===== src/rtl/dr_mem_port_if.sv =====
// Bus/memory-side signal bundle for the dr_mem_port data register.
// Latency: none; pure wiring between the control unit, the memory and the register.
// Backpressure: the master stalls while busy is high and resumes on mem_done.
interface dr_mem_port_if #(
  parameter int BUS_W  = 16,
  parameter int DATA_W = 8
);
  // Control-unit side requests and bus data
  logic [BUS_W-1:0]  in_bus;
  logic              Read;
  logic              Write;
  logic              Mem_Read;
  logic              Mem_Write;
  // Memory side
  logic [DATA_W-1:0] memory_out;
  logic [DATA_W-1:0] memory_in;
  logic              mem_we;
  // Results and status
  logic [BUS_W-1:0]  out_bus;
  logic              busy;
  logic              mem_done;
  logic              collision;

  // Control unit plus memory model drive the requests and memory read data
  modport master (
    output in_bus, Read, Write, Mem_Read, Mem_Write, memory_out,
    input  memory_in, mem_we, out_bus, busy, mem_done, collision
  );

  // The data register itself
  modport slave (
    input  in_bus, Read, Write, Mem_Read, Mem_Write, memory_out,
    output memory_in, mem_we, out_bus, busy, mem_done, collision
  );
endinterface


===== src/rtl/dr_mem_port.sv =====
// Data register between the internal bus and data memory, with multi-cycle memory sequencing.
// Latency: out_bus 1 cycle after Read; memory read/write completes MEM_LAT edges after acceptance.
// Backpressure: busy is high while a sequence runs; requests arriving then are dropped and flagged on collision.
module dr_mem_port #(
  parameter int BUS_W    = 16,
  parameter int DATA_W   = 8,
  parameter int MEM_LAT  = 2,
  parameter int SIGN_EXT = 0
) (
  input  logic          clk,
  input  logic          rst,
  dr_mem_port_if.slave  io_dr
);

  localparam logic [1:0] S_IDLE    = 2'd0;
  localparam logic [1:0] S_RD_WAIT = 2'd1;
  localparam logic [1:0] S_WR_WAIT = 2'd2;

  // The counter starts at MEM_LAT-1 so the finishing edge is exactly MEM_LAT edges after acceptance
  localparam logic [3:0] LAT_M1 = 4'(MEM_LAT - 1);

  logic [1:0]        r_state;
  logic [3:0]        r_cnt;
  logic [DATA_W-1:0] r_data;
  logic [BUS_W-1:0]  r_out_bus;
  logic              r_mem_we;
  logic              r_busy;
  logic              r_done;
  logic              r_coll;

  logic [BUS_W-1:0]  w_ext;
  logic              w_any_req;

  // Register value widened to the bus, zero- or sign-filled
  generate
    if (BUS_W > DATA_W) begin : g_ext
      logic w_fill;
      assign w_fill = (SIGN_EXT != 0) & r_data[DATA_W-1];
      assign w_ext  = {{(BUS_W - DATA_W){w_fill}}, r_data};
    end else begin : g_noext
      assign w_ext = r_data;
    end
  endgenerate

  // Any request that would be dropped while a sequence is running
  assign w_any_req = io_dr.Write | io_dr.Mem_Read | io_dr.Mem_Write;

  // Sequencer, register and registered bus output
  always_ff @(posedge clk) begin
    if (rst) begin
      r_state   <= S_IDLE;
      r_cnt     <= 4'd0;
      r_data    <= '0;
      r_out_bus <= '0;
      r_mem_we  <= 1'b0;
      r_busy    <= 1'b0;
      r_done    <= 1'b0;
      r_coll    <= 1'b0;
    end else begin
      // Read is honoured in every state and returns the pre-edge register
      r_out_bus <= io_dr.Read ? w_ext : '0;
      r_done    <= 1'b0;
      r_coll    <= 1'b0;

      case (r_state)
        S_IDLE: begin
          if (io_dr.Mem_Read) begin
            // Read wins; a concurrent bus load or memory write is lost
            r_state <= S_RD_WAIT;
            r_cnt   <= LAT_M1;
            r_busy  <= 1'b1;
            r_coll  <= io_dr.Write | io_dr.Mem_Write;
          end else if (io_dr.Mem_Write) begin
            // A simultaneous Write loads first so the fresh value is what gets stored
            r_state  <= S_WR_WAIT;
            r_cnt    <= LAT_M1;
            r_busy   <= 1'b1;
            r_mem_we <= 1'b1;
            if (io_dr.Write) begin
              r_data <= io_dr.in_bus[DATA_W-1:0];
            end
          end else if (io_dr.Write) begin
            r_data <= io_dr.in_bus[DATA_W-1:0];
          end
        end

        S_RD_WAIT: begin
          r_coll <= w_any_req;
          if (r_cnt != 4'd0) begin
            r_cnt <= r_cnt - 4'd1;
          end else begin
            r_data  <= io_dr.memory_out;
            r_busy  <= 1'b0;
            r_done  <= 1'b1;
            r_state <= S_IDLE;
          end
        end

        S_WR_WAIT: begin
          // Register (and so memory_in) is frozen while the write strobe is up
          r_coll <= w_any_req;
          if (r_cnt != 4'd0) begin
            r_cnt <= r_cnt - 4'd1;
          end else begin
            r_mem_we <= 1'b0;
            r_busy   <= 1'b0;
            r_done   <= 1'b1;
            r_state  <= S_IDLE;
          end
        end

        default: begin
          r_state  <= S_IDLE;
          r_cnt    <= 4'd0;
          r_mem_we <= 1'b0;
          r_busy   <= 1'b0;
        end
      endcase
    end
  end

  assign io_dr.memory_in = r_data;
  assign io_dr.out_bus   = r_out_bus;
  assign io_dr.mem_we    = r_mem_we;
  assign io_dr.busy      = r_busy;
  assign io_dr.mem_done  = r_done;
  assign io_dr.collision = r_coll;

endmodule


===== src/flat_wrapper.sv =====
// flat-port wrapper written by rule: the top's interface ports become plain ports
module dr_mem_port_flat 
#(
  parameter int BUS_W    = 16,
  parameter int DATA_W   = 8,
  parameter int MEM_LAT  = 2,
  parameter int SIGN_EXT = 0
)
  (clk, rst, io_dr_in_bus, io_dr_Read, io_dr_Write, io_dr_Mem_Read, io_dr_Mem_Write, io_dr_memory_out, io_dr_memory_in, io_dr_mem_we, io_dr_out_bus, io_dr_busy, io_dr_mem_done, io_dr_collision);
  dr_mem_port_if #(.BUS_W(BUS_W), .DATA_W(DATA_W)) io_dr_i ();
  input  logic clk;
  input  logic rst;
  input wire logic [$bits(io_dr_i.in_bus)-1:0] io_dr_in_bus;
  input wire logic [$bits(io_dr_i.Read)-1:0] io_dr_Read;
  input wire logic [$bits(io_dr_i.Write)-1:0] io_dr_Write;
  input wire logic [$bits(io_dr_i.Mem_Read)-1:0] io_dr_Mem_Read;
  input wire logic [$bits(io_dr_i.Mem_Write)-1:0] io_dr_Mem_Write;
  input wire logic [$bits(io_dr_i.memory_out)-1:0] io_dr_memory_out;
  output wire logic [$bits(io_dr_i.memory_in)-1:0] io_dr_memory_in;
  output wire logic [$bits(io_dr_i.mem_we)-1:0] io_dr_mem_we;
  output wire logic [$bits(io_dr_i.out_bus)-1:0] io_dr_out_bus;
  output wire logic [$bits(io_dr_i.busy)-1:0] io_dr_busy;
  output wire logic [$bits(io_dr_i.mem_done)-1:0] io_dr_mem_done;
  output wire logic [$bits(io_dr_i.collision)-1:0] io_dr_collision;
  assign io_dr_i.in_bus = io_dr_in_bus;
  assign io_dr_i.Read = io_dr_Read;
  assign io_dr_i.Write = io_dr_Write;
  assign io_dr_i.Mem_Read = io_dr_Mem_Read;
  assign io_dr_i.Mem_Write = io_dr_Mem_Write;
  assign io_dr_i.memory_out = io_dr_memory_out;
  assign io_dr_memory_in = io_dr_i.memory_in;
  assign io_dr_mem_we = io_dr_i.mem_we;
  assign io_dr_out_bus = io_dr_i.out_bus;
  assign io_dr_busy = io_dr_i.busy;
  assign io_dr_mem_done = io_dr_i.mem_done;
  assign io_dr_collision = io_dr_i.collision;
  dr_mem_port #(.BUS_W(BUS_W), .DATA_W(DATA_W), .MEM_LAT(MEM_LAT), .SIGN_EXT(SIGN_EXT)) u_core (.clk(clk), .rst(rst), .io_dr(io_dr_i));
endmodule

===== config.mk =====
export PLATFORM = sky130hd
export DESIGN_NAME = dr_mem_port_flat
export DESIGN_NICKNAME = d
export VERILOG_FILES = /design/src/rtl/dr_mem_port_if.sv /design/src/rtl/dr_mem_port.sv /design/src/flat_wrapper.sv
export SDC_FILE = /design/constraint.sdc
export NUM_CORES = 1
export LEC_CHECK = 0
export ABC_AREA = 1
export BUFFER_PORTS_ARGS = -buffer_cell sky130_fd_sc_hd__buf_2
export CAP_MARGIN = 30
export CORE_MARGIN = 2
export CORE_UTILIZATION = 47
export CTS_CLUSTER_SIZE = 28
export DETAILED_ROUTE_END_ITERATION = 12
export GPL_ROUTABILITY_DRIVEN = 0
export PLACE_DENSITY = 0.86
export SYNTH_ARGS = -nofsm -noshare
export SYNTH_HDL_FRONTEND = slang
export SYNTH_SLANG_ARGS = --single-unit

===== constraint.sdc =====
create_clock -name clk -period 2 [get_ports clk]
set_input_delay 0.2 -clock clk [delete_from_list [all_inputs] [get_ports clk]]
set_output_delay 0.2 -clock clk [all_outputs]
set_load 0.05 [all_outputs]

==> run_results.csv, run 1 <==
group,metric,value,unit
worst_setup_path,cp_cell_sequence,"inv_1 > ha_1 > inv_4 > nand2_4 > a21oi_4 > nand3_1 > nand2_1 > nor2_1",
hold_path,min_from,"rst",
detailed_routing,wl_per_cell,10.33,um
yosys,synth_fa_ha_area_share,5.505,%
die,rows,19,
yosys,synth_cell_type_count,25,
clocking,cts_buffers,3,
yosys,synth.avg_cell_area,7.619,sq um
sta,rsz0062_at_grt,"no",
worst_setup_path,critical_path_buf_inv_count,2,
finish,final_layout_size_suffix_gt1_share,27.98,%
worst_setup_path,crit_family,"compound AO/OA/AOI/OAI gates",
worst_setup_path,max_stage_delay,0.41,ns
worst_setup_path,cp-end-kind,"flop",
finish,utilization,57.26,%
worst_setup_path,rrSetupSlack,0.26,ns
yosys,synth-simple-area-share,26.70,%
finish,antennaDiodeCount,0,
power,p_leak,0.0008032,uW
detailed_routing,vias,1198,
sta,drv_slew,0,
clocking,post_cts_buffers,0,
global_route,grt_usage,15.23,%
worst_setup_path,r2r_start,"u_core.r_state[0]",
worst_setup_path,setup.worst_path.class,"flop to flop",
sta,max_freq,0.5753,GHz
worst_setup_path,ff2ff_path_depth,8,
clocking,cts_tree,"yes",
clocking,worst_skew_pair.late_latency,0.32,ns
yosys,synth-compound-area-share,14.86,%
yosys,yosys.area_share.xor_xnor,0.6422,%
sta,setup_viol,0,
worst_setup_path,arrival,1.97,ns
sta,fin_crit,1.738,ns
die,coreArea,2758,sq um
clocking,hold_buffers,0,
worst_setup_path,startpoint_type,"flop",
global_route,antenna_found_initial,0,
hold_path,min_path_cells,2,
clocking,cts-root-buf,"clkbuf_4",
sta,skew,0.002356,ns
finish,nNetsFinal,255,
global_route,overflow,0,
die,die_h,57.87,um
finish,n_fill_cell,271,
yosys,synth_mux_area_share,0,%
global_route,grt_start_max_net_pins,17,
power,vdd_ir_drop_max,0.9425,mV
die,start_util,49.46,%
placement,port_buffers,41,
power,powerDensity,1352,nW/um^2
job,timing.max_cap.violations,0,
sta,final.setup.tns,0,ns
yosys,ys_seq_elements,26,
finish,syn2layout_area_growth,15.78,%
clocking,ctsResizeCount,0,
yosys,synth_top_family_by_area,"simple AND/OR/NAND/NOR gates",
hold_path,hold_end,"u_core.io_dr.busy",
worst_setup_path,worstPathRequired,2.23,ns
detailed_routing,drc_errors,0,
hold_path,min_path_type,"primary input to flop",
global_route,grt_pass1_wl,4043,um
sta,hold_viol_final,0,
detailed_routing,viasPerCell,4.811,
yosys,netlist_instances,179,
power,total_power,2135,uW
placement,dp_worst_setup_slack,0.2821,ns
die,die_w,57.87,um
clocking,cts.path.max_buffers,2,
detailed_routing,finalWirelength,2571,um
clocking,cts.sinks,26,
worst_setup_path,cpMaxStageDelayCell,"a21oi_4",
global_route,grt_pass1_vias,979,
detailed_routing,first_pass_iters,4,
detailed_routing,initialDrtViolationCount,25,
sta,worst_slack,0.2618,ns
die,ioPinCount,58,
clocking,htree_num_levels,1,
outcome,status,"complete, no violations",
placement,hpwl,1988,um
yosys,synth_area,1364,sq um
detailed_routing,final_antenna_net_count,0,
worst_setup_path,crit_path_max_fanout,16,
yosys,yosysWarnings,0,
die,dieArea,3348,sq um
sta,fin_crit_sh,86.91,%
worst_setup_path,timing.rr.end,"u_core.io_dr.memory_in[3]",
clocking,cts.clk_slew.worst_paths,0.14,ns
yosys,seq_area_frac_synth,38.17,%
==> state kept, by name, indices dropped and copies added (netlist names) <==
signal and count:
u_core.io_dr.out_bus 8, u_core.io_dr.mem_done 1, u_core.io_dr.collision 1, u_core.io_dr.memory_in 8
u_core.io_dr.busy 1, u_core.io_dr.mem_we 1, u_core.r_cnt 4, u_core.r_state 2
==> report_power, final <==
group	switching, uW	internal (uW)	leakage, uW	total (uW)
Combinational	764	308	0.000562	1070
Clock	153	203	0.0000279	356
Sequential	73.6	634	0.000213	707
==> routing by layer <==
layer  global-route usage, %  wire (um)  vias to the layer above  part of all wire (%)
li1                        -          -                      632                     -
met1                   19.19       1125                      518                    44
met2                   25.81       1204                       46                    47
met3                   4.911        226                        2                   8.8
met4                   2.658         14                        0                  0.54
met5                       0          0                        -                     0
==> how the worst max path moves through the flow <==
stage	depth (start not counted)	end	start	slack [ns]
finish	8	u_core.io_dr.memory_in[3]	u_core.r_state[0]	0.26
global route	8	u_core.io_dr.memory_in[4]	u_core.r_state[0]	0.06
CTS	8	u_core.io_dr.memory_in[3]	u_core.r_state[0]	0.26
detailed placement	8	u_core.io_dr.memory_in[3]	u_core.r_state[1]	0.28
global placement	8	u_core.io_dr.memory_in[2]	u_core.r_state[0]	0.29
floorplan	10	u_core.io_dr.memory_in[1]	u_core.r_state[0]	0.53
==> metrics by stage <==
step | area [sq um] | hold WS (ns) | std cells
after floorplan | 1390 | 0.3577 | 186
after global placement | 1526 | 0.4322 | 245
after detailed placement | 1526 | 0.4368 | 245
after CTS | 1579 | 0.1350 | 249
after global routing | 1579 | 0.1260 | 249
final | 1579 | 0.1397 | 249
==> synthesized netlist by cell type <==
library cell | count | area (sq um)
a21boi_0 | 8 | 60.06
a21oi_1 | 10 | 50.05
a21oi_2 | 6 | 52.55
a21oi_4 | 1 | 16.27
a221oi_1 | 1 | 8.760
buf_2 | 2 | 10.01
buf_4 | 8 | 60.06
buf_6 | 2 | 22.52
buf_8 | 1 | 15.01
clkbuf_4 | 1 | 7.510
conb_1 | 1 | 3.750
dfxtp_1 | 26 | 520.5
ha_1 | 6 | 75.07
inv_1 | 17 | 63.81
inv_2 | 1 | 3.750
inv_4 | 1 | 6.260
nand2_1 | 33 | 123.9
nand2_2 | 1 | 6.260
nand2_4 | 3 | 33.78
nand3_1 | 16 | 80.08
nand4_1 | 1 | 6.260
nor2_1 | 27 | 101.4
o21ai_0 | 3 | 15.01
or2_2 | 2 | 12.51
xor2_1 | 1 | 8.760
==> worst reg2reg max path, delay by kind of cell, from the launching register on <==
family                     cells  cell delay, ns
AOI/OAI and AO/OA              1            0.41
adders and majority gates      1            0.34
buffers and inverters          2            0.19
DFF                            1            0.40
and+or+nand+nor                4            0.30
==> cells in the final DEF, fill, tap and decap left out <==
| master | instances |
|---|---|
| a21boi_0 | 8 |
| a21oi_1 | 10 |
| a21oi_2 | 6 |
| a21oi_4 | 1 |
| a221oi_1 | 1 |
| buf_2 | 41 |
| buf_4 | 1 |
| bufinv_16 | 1 |
| clkbuf_4 | 3 |
| conb_1 | 8 |
| dfxtp_1 | 26 |
| ha_1 | 6 |
| inv_1 | 17 |
| inv_2 | 1 |
| inv_4 | 1 |
| nand2_1 | 33 |
| nand2_2 | 1 |
| nand2_4 | 3 |
| nand3_1 | 16 |
| nand4_1 | 1 |
| nor2_1 | 27 |
| o21ai_0 | 3 |
| or2_2 | 2 |
| xor2_1 | 1 |
==> cell type report <==
cell class | instances | area [sq um] | area share (%)
clock buffers | 3 | 22.52 | 1.426
clock inverters | 1 | 30.03 | 1.902
inverters | 19 | 73.82 | 4.675
multi-input cells | 127 | 680.7 | 43.11
flip-flops and latches | 26 | 520.5 | 32.96
well taps | 31 | 38.79 | 2.456
repair buffers | 42 | 212.7 | 13.47
==> cell families after synthesis <==
family	Yosys count
flip-flops	26
buffers and inverters	33
adder cells (fa/ha/maj)	6
XOR/XNOR	1
AND/OR/NAND/NOR	83
AO/OA/AOI/OAI	29
other	1
No activity file was read; power rests on OpenSTA's default activity.
==> inputs of run 2 (changes only) <==
- CORE_ASPECT_RATIO: default -> 1.4
==> run_results.csv, run 2 (same netlist as run 1, synthesis figures left out) <==
group,metric,value,unit
finish,syn2layout_area_growth,17.06,%
sta,skew,0.001844,ns
worst_setup_path,r2r_start,"u_core.r_state[0]",
clocking,ctsResizeCount,0,
sta,fin_crit,1.775,ns
detailed_routing,initialDrtViolationCount,22,
sta,setup_viol,0,
hold_path,min_path_cells,2,
worst_setup_path,ff2ff_path_depth,8,
detailed_routing,finalWirelength,2529,um
detailed_routing,drc_errors,0,
worst_setup_path,startpoint_type,"flop",
worst_setup_path,rrSetupSlack,0.23,ns
worst_setup_path,setup.worst_path.class,"flop to flop",
worst_setup_path,timing.rr.end,"u_core.io_dr.memory_in[3]",
sta,fin_crit_sh,88.75,%
worst_setup_path,worstPathRequired,2.17,ns
clocking,cts.sinks,26,
clocking,cts.path.max_buffers,2,
sta,drv_slew,0,
detailed_routing,first_pass_iters,6,
sta,max_freq,0.5634,GHz
hold_path,min_from,"rst",
detailed_routing,final_antenna_net_count,0,
clocking,cts_buffers,3,
die,coreArea,2820,sq um
die,die_h,67.74,um
sta,worst_slack,0.2250,ns
worst_setup_path,max_stage_delay,0.40,ns
placement,port_buffers,41,
finish,final_layout_size_suffix_gt1_share,28.31,%
die,dieArea,3355,sq um
global_route,grt_usage,15.93,%
finish,layout_commonest_cell,"buf_2",
power,p_leak,0.0008089,uW
worst_setup_path,arrival,1.94,ns
clocking,htree_num_levels,1,
finish,n_fill_cell,282,
detailed_routing,vias,1202,
worst_setup_path,crit_path_max_fanout,16,
detailed_routing,viasPerCell,4.695,
sta,final.setup.tns,0,ns
die,die_w,49.53,um
finish,utilization,56.61,%
worst_setup_path,crit_start,"u_core.r_state[0]",
global_route,grt_pass1_vias,1032,
job,timing.max_cap.violations,0,
clocking,cts.clk_slew.worst_paths,0.08,ns
detailed_routing,route.layer.met1.wl,1048,um
placement,hpwl,1973,um
finish,mostFrequentLayoutCells,"buf_2 (41), nand2_1 (33), nor2_1 (27)",
hold_path,hold_end,"u_core.r_state[0]",
placement,placed_area,1541,sq um
sta,rsz0062_at_grt,"no",
detailed_routing,wl_met3,158,um
sta,hold_viol_final,0,
worst_setup_path,cpMaxStageDelayCell,"dfxtp_1",
global_route,overflow,0,
die,start_util,48.36,%
detailed_routing,wl_per_cell,9.879,um
finish,nNetsFinal,256,
global_route,grt_start_max_net_pins,17,
clocking,post_cts_buffers,0,
worst_setup_path,cp-end-kind,"flop",
outcome,status,"complete, no violations",
clocking,cts-root-buf,"clkbuf_8",
global_route,antenna_found_initial,0,
die,ioPinCount,58,
clocking,cts_tree,"yes",
die,rows,23,
detailed_routing,highest_layer,"met4",
clocking,hold_buffers,0,
hold_path,min_path_type,"primary input to flop",
global_route,grt_pass1_wl,4140,um
finish,design_area,1597,sq um
finish,multi_input_area,680.7,sq um
worst_setup_path,cp_cell_sequence,"inv_1 > ha_1 > inv_4 > nand2_4 > a21oi_4 > nand3_1 > nand2_1 > nor2_1",
power,powerDensity,1320,nW/um^2
clocking,worst_skew_pair.late_latency,0.26,ns
placement,dp_worst_setup_slack,0.2525,ns
finish,antennaDiodeCount,0,
finish,seq_area,520.5,sq um
power,vdd_ir_drop_max,0.7305,mV
detailed_routing,wl_met2,1287,um
-- run 2: changes by cell type in the layout (fill, tap and decap cells not counted), sizes merged --
cell,before,now
buf,42,43
bufinv,1,0
clkbuf,3,4
-- run 2: per-layer routing --
layer  vias up  track usage (%)
met5         -                0
met2        37            31.50
li1        628                -
met4         0            7.292
met3         4            3.540
met1       533            15.51
-- run 2: worst max path at each step --
stage                                endpoint  slack, ns
detailed placement  u_core.io_dr.memory_in[3]       0.25
CTS                 u_core.io_dr.memory_in[3]       0.22
finish              u_core.io_dr.memory_in[3]       0.23
global placement    u_core.io_dr.memory_in[2]       0.29
floorplan           u_core.io_dr.memory_in[1]       0.53
global route        u_core.io_dr.memory_in[1]       0.03
-- run 2: final cells by class --
type | count | share of cell area, %
clock buffer | 4 | 3.448
inverter | 19 | 4.624
timing repair buffer | 43 | 13.79
tap | 37 | 2.900
sequential | 26 | 32.60
multi-input combinational | 127 | 42.63
-- run 2: worst max-delay path, delay by kind of cell (launching register included) --
| family | cells | cell delay (ns) |
|---|---|---|
| compound gates | 1 | 0.40 |
| simple gates | 4 | 0.31 |
| flops | 1 | 0.40 |
| fa+ha+maj | 1 | 0.35 |
| buf+inv | 2 | 0.21 |
-- run 2: through the flow --
stage               hold slack [ns]  total power (uW)  cells
CTS                          0.2058              2123    256
global route                 0.2151              2265    256
global placement             0.4317              1766    252
detailed placement           0.4421              1788    252
floorplan                    0.3577              1633    186
finish                       0.2096              2108    256
-- run 2: power by group --
| group | internal [uW] | switching, uW |
|---|---|---|
| combinational | 309 | 764 |
| sequential | 634 | 71.2 |
| clock | 176 | 155 |
| total | 1120 | 990 |
==> inputs of run 3 (changes only) <==
- CORE_UTILIZATION: 47 -> 30
- PLACE_DENSITY: 0.86 -> 0.62
==> run_results.csv, run 3 (same netlist as run 1, synthesis figures left out) <==
group,metric,value,unit
clocking,hold_buffers,0,
hold_path,hold_end,"u_core.r_state[0]",
worst_setup_path,startpoint_type,"flop",
sta,hold_viol_final,0,
detailed_routing,wl_per_cell,9.495,um
sta,fin_crit,1.657,ns
die,ioPinCount,58,
power,total_power,2063,uW
detailed_routing,wl_met3,121,um
worst_setup_path,cp-end-kind,"flop",
worst_setup_path,ff2ff_path_depth,9,
clocking,worst_skew_pair.late_latency,0.26,ns
worst_setup_path,cpMaxStageDelayCell,"dfxtp_1",
worst_setup_path,worstPathRequired,2.16,ns
die,start_util,30.56,%
worst_setup_path,rrSetupSlack,0.34,ns
worst_setup_path,critical_path_buf_inv_count,3,
hold_path,min_path_cells,2,
worst_setup_path,timing.rr.end,"u_core.io_dr.memory_in[6]",
detailed_routing,first_pass_iters,4,
worst_setup_path,cp_cell_sequence,"inv_1 > ha_1 > nand2_2 > inv_2 > a21oi_4 > buf_4 > nand3_1 > nand2_1 > nor2_1",
global_route,antenna_found_initial,0,
sta,skew,0.005407,ns
global_route,grt_start_max_net_pins,17,
detailed_routing,viasPerCell,4.231,
detailed_routing,highest_layer,"met4",
detailed_routing,initialDrtViolationCount,48,
global_route,overflow,0,
clocking,post_cts_buffers,0,
clocking,cts_buffers,3,
power,p_leak,0.0008068,uW
finish,antennaDiodeCount,0,
clocking,cts_tree,"yes",
clocking,htree_num_levels,1,
outcome,status,"complete, no violations",
detailed_routing,wl_met2,1422,um
clocking,cts.sinks,26,
detailed_routing,vias,1189,
detailed_routing,route.layer.met1.wl,1101,um
sta,drv_slew,0,
die,die_h,83.78,um
die,die_w,60.99,um
sta,rsz0062_at_grt,"no",
worst_setup_path,arrival,1.82,ns
sta,fin_crit_sh,82.85,%
worst_setup_path,crit_path_max_fanout,16,
sta,max_freq,0.6035,GHz
die,dieArea,5109,sq um
die,rows,29,
clocking,cts.path.max_buffers,2,
power,powerDensity,1272,nW/um^2
clocking,cts.clk_slew.worst_paths,0.09,ns
global_route,grt_pass1_wl,4388,um
job,timing.max_cap.violations,0,
worst_setup_path,setup.worst_path.class,"flop to flop",
worst_setup_path,crit_family,"flip-flops",
finish,layout_commonest_cell,"buf_2",
placement,hpwl,2167,um
finish,final_layout_size_suffix_gt1_share,28.31,%
finish,syn2layout_area_growth,18.90,%
power,vdd_ir_drop_max,0.3431,mV
clocking,ctsResizeCount,0,
detailed_routing,final_antenna_net_count,0,
clocking,cts-root-buf,"clkbuf_8",
finish,nNetsFinal,257,
hold_path,min_from,"rst",
hold_path,min_path_type,"primary input to flop",
global_route,grt_usage,10.91,%
worst_setup_path,r2r_start,"u_core.r_state[0]",
finish,mostFrequentLayoutCells,"buf_2 (41), nand2_1 (33), nor2_1 (27)",
worst_setup_path,max_stage_delay,0.39,ns
die,coreArea,4463,sq um
detailed_routing,finalWirelength,2668,um
sta,final.setup.tns,0,ns
detailed_routing,drc_errors,0,
placement,port_buffers,41,
sta,setup_viol,0,
global_route,grt_pass1_vias,1080,
-- run 3: metal layers --
layer | up-vias | global-route usage, %
li1 | 628 | -
met1 | 521 | 10.86
met2 | 38 | 21.41
met3 | 2 | 0.9302
met4 | 0 | 4.348
met5 | - | 0
-- run 3: power breakdown --
part           total (uW)  switching [uW]  internal [uW]
clock                 284             149            134
sequential            705            71.2            634
combinational        1070             759            315
-- run 3: worst max-delay path by stage --
stage / startpoint / cells past startpoint / slack (ns) / to
2_1_floorplan: u_core.r_state[0] / 10 / 0.53 / u_core.io_dr.memory_in[1]
3_3_place_gp: u_core.r_state[0] / 9 / 0.39 / u_core.io_dr.memory_in[0]
5_1_grt: u_core.r_state[0] / 7 / 0.18 / u_core.r_cnt[3]
4_1_cts: u_core.r_state[0] / 9 / 0.35 / u_core.io_dr.memory_in[1]
3_5_place_dp: u_core.r_state[0] / 9 / 0.37 / u_core.io_dr.memory_in[1]
6_report: u_core.r_state[0] / 9 / 0.34 / u_core.io_dr.memory_in[6]
-- run 3: per-stage QoR --
stage / hold slack, ns / utilization, % / instance area (sq um) / worst slack, ns / std cells
after floorplan: 0.3577 / - / 1390 / 0.5316 / 186
after global placement: 0.4279 / 35.41 / 1580 / 0.3880 / 278
after detailed placement: 0.4374 / 35.41 / 1580 / 0.3738 / 278
after CTS: 0.2283 / 36.33 / 1622 / 0.3455 / 281
after global routing: 0.2480 / 36.33 / 1622 / 0.1755 / 281
final: 0.2202 / 36.33 / 1622 / 0.3430 / 281
-- run 3: layout make-up --
class | count | area [sq um]
Sequential cell | 26 | 520.5
Inverter | 19 | 73.82
Multi-Input combinational cell | 127 | 680.7
Tap cell | 62 | 77.57
Fill cell | 482 | 2841
Timing Repair Buffer | 44 | 227.7
Clock buffer | 3 | 41.29
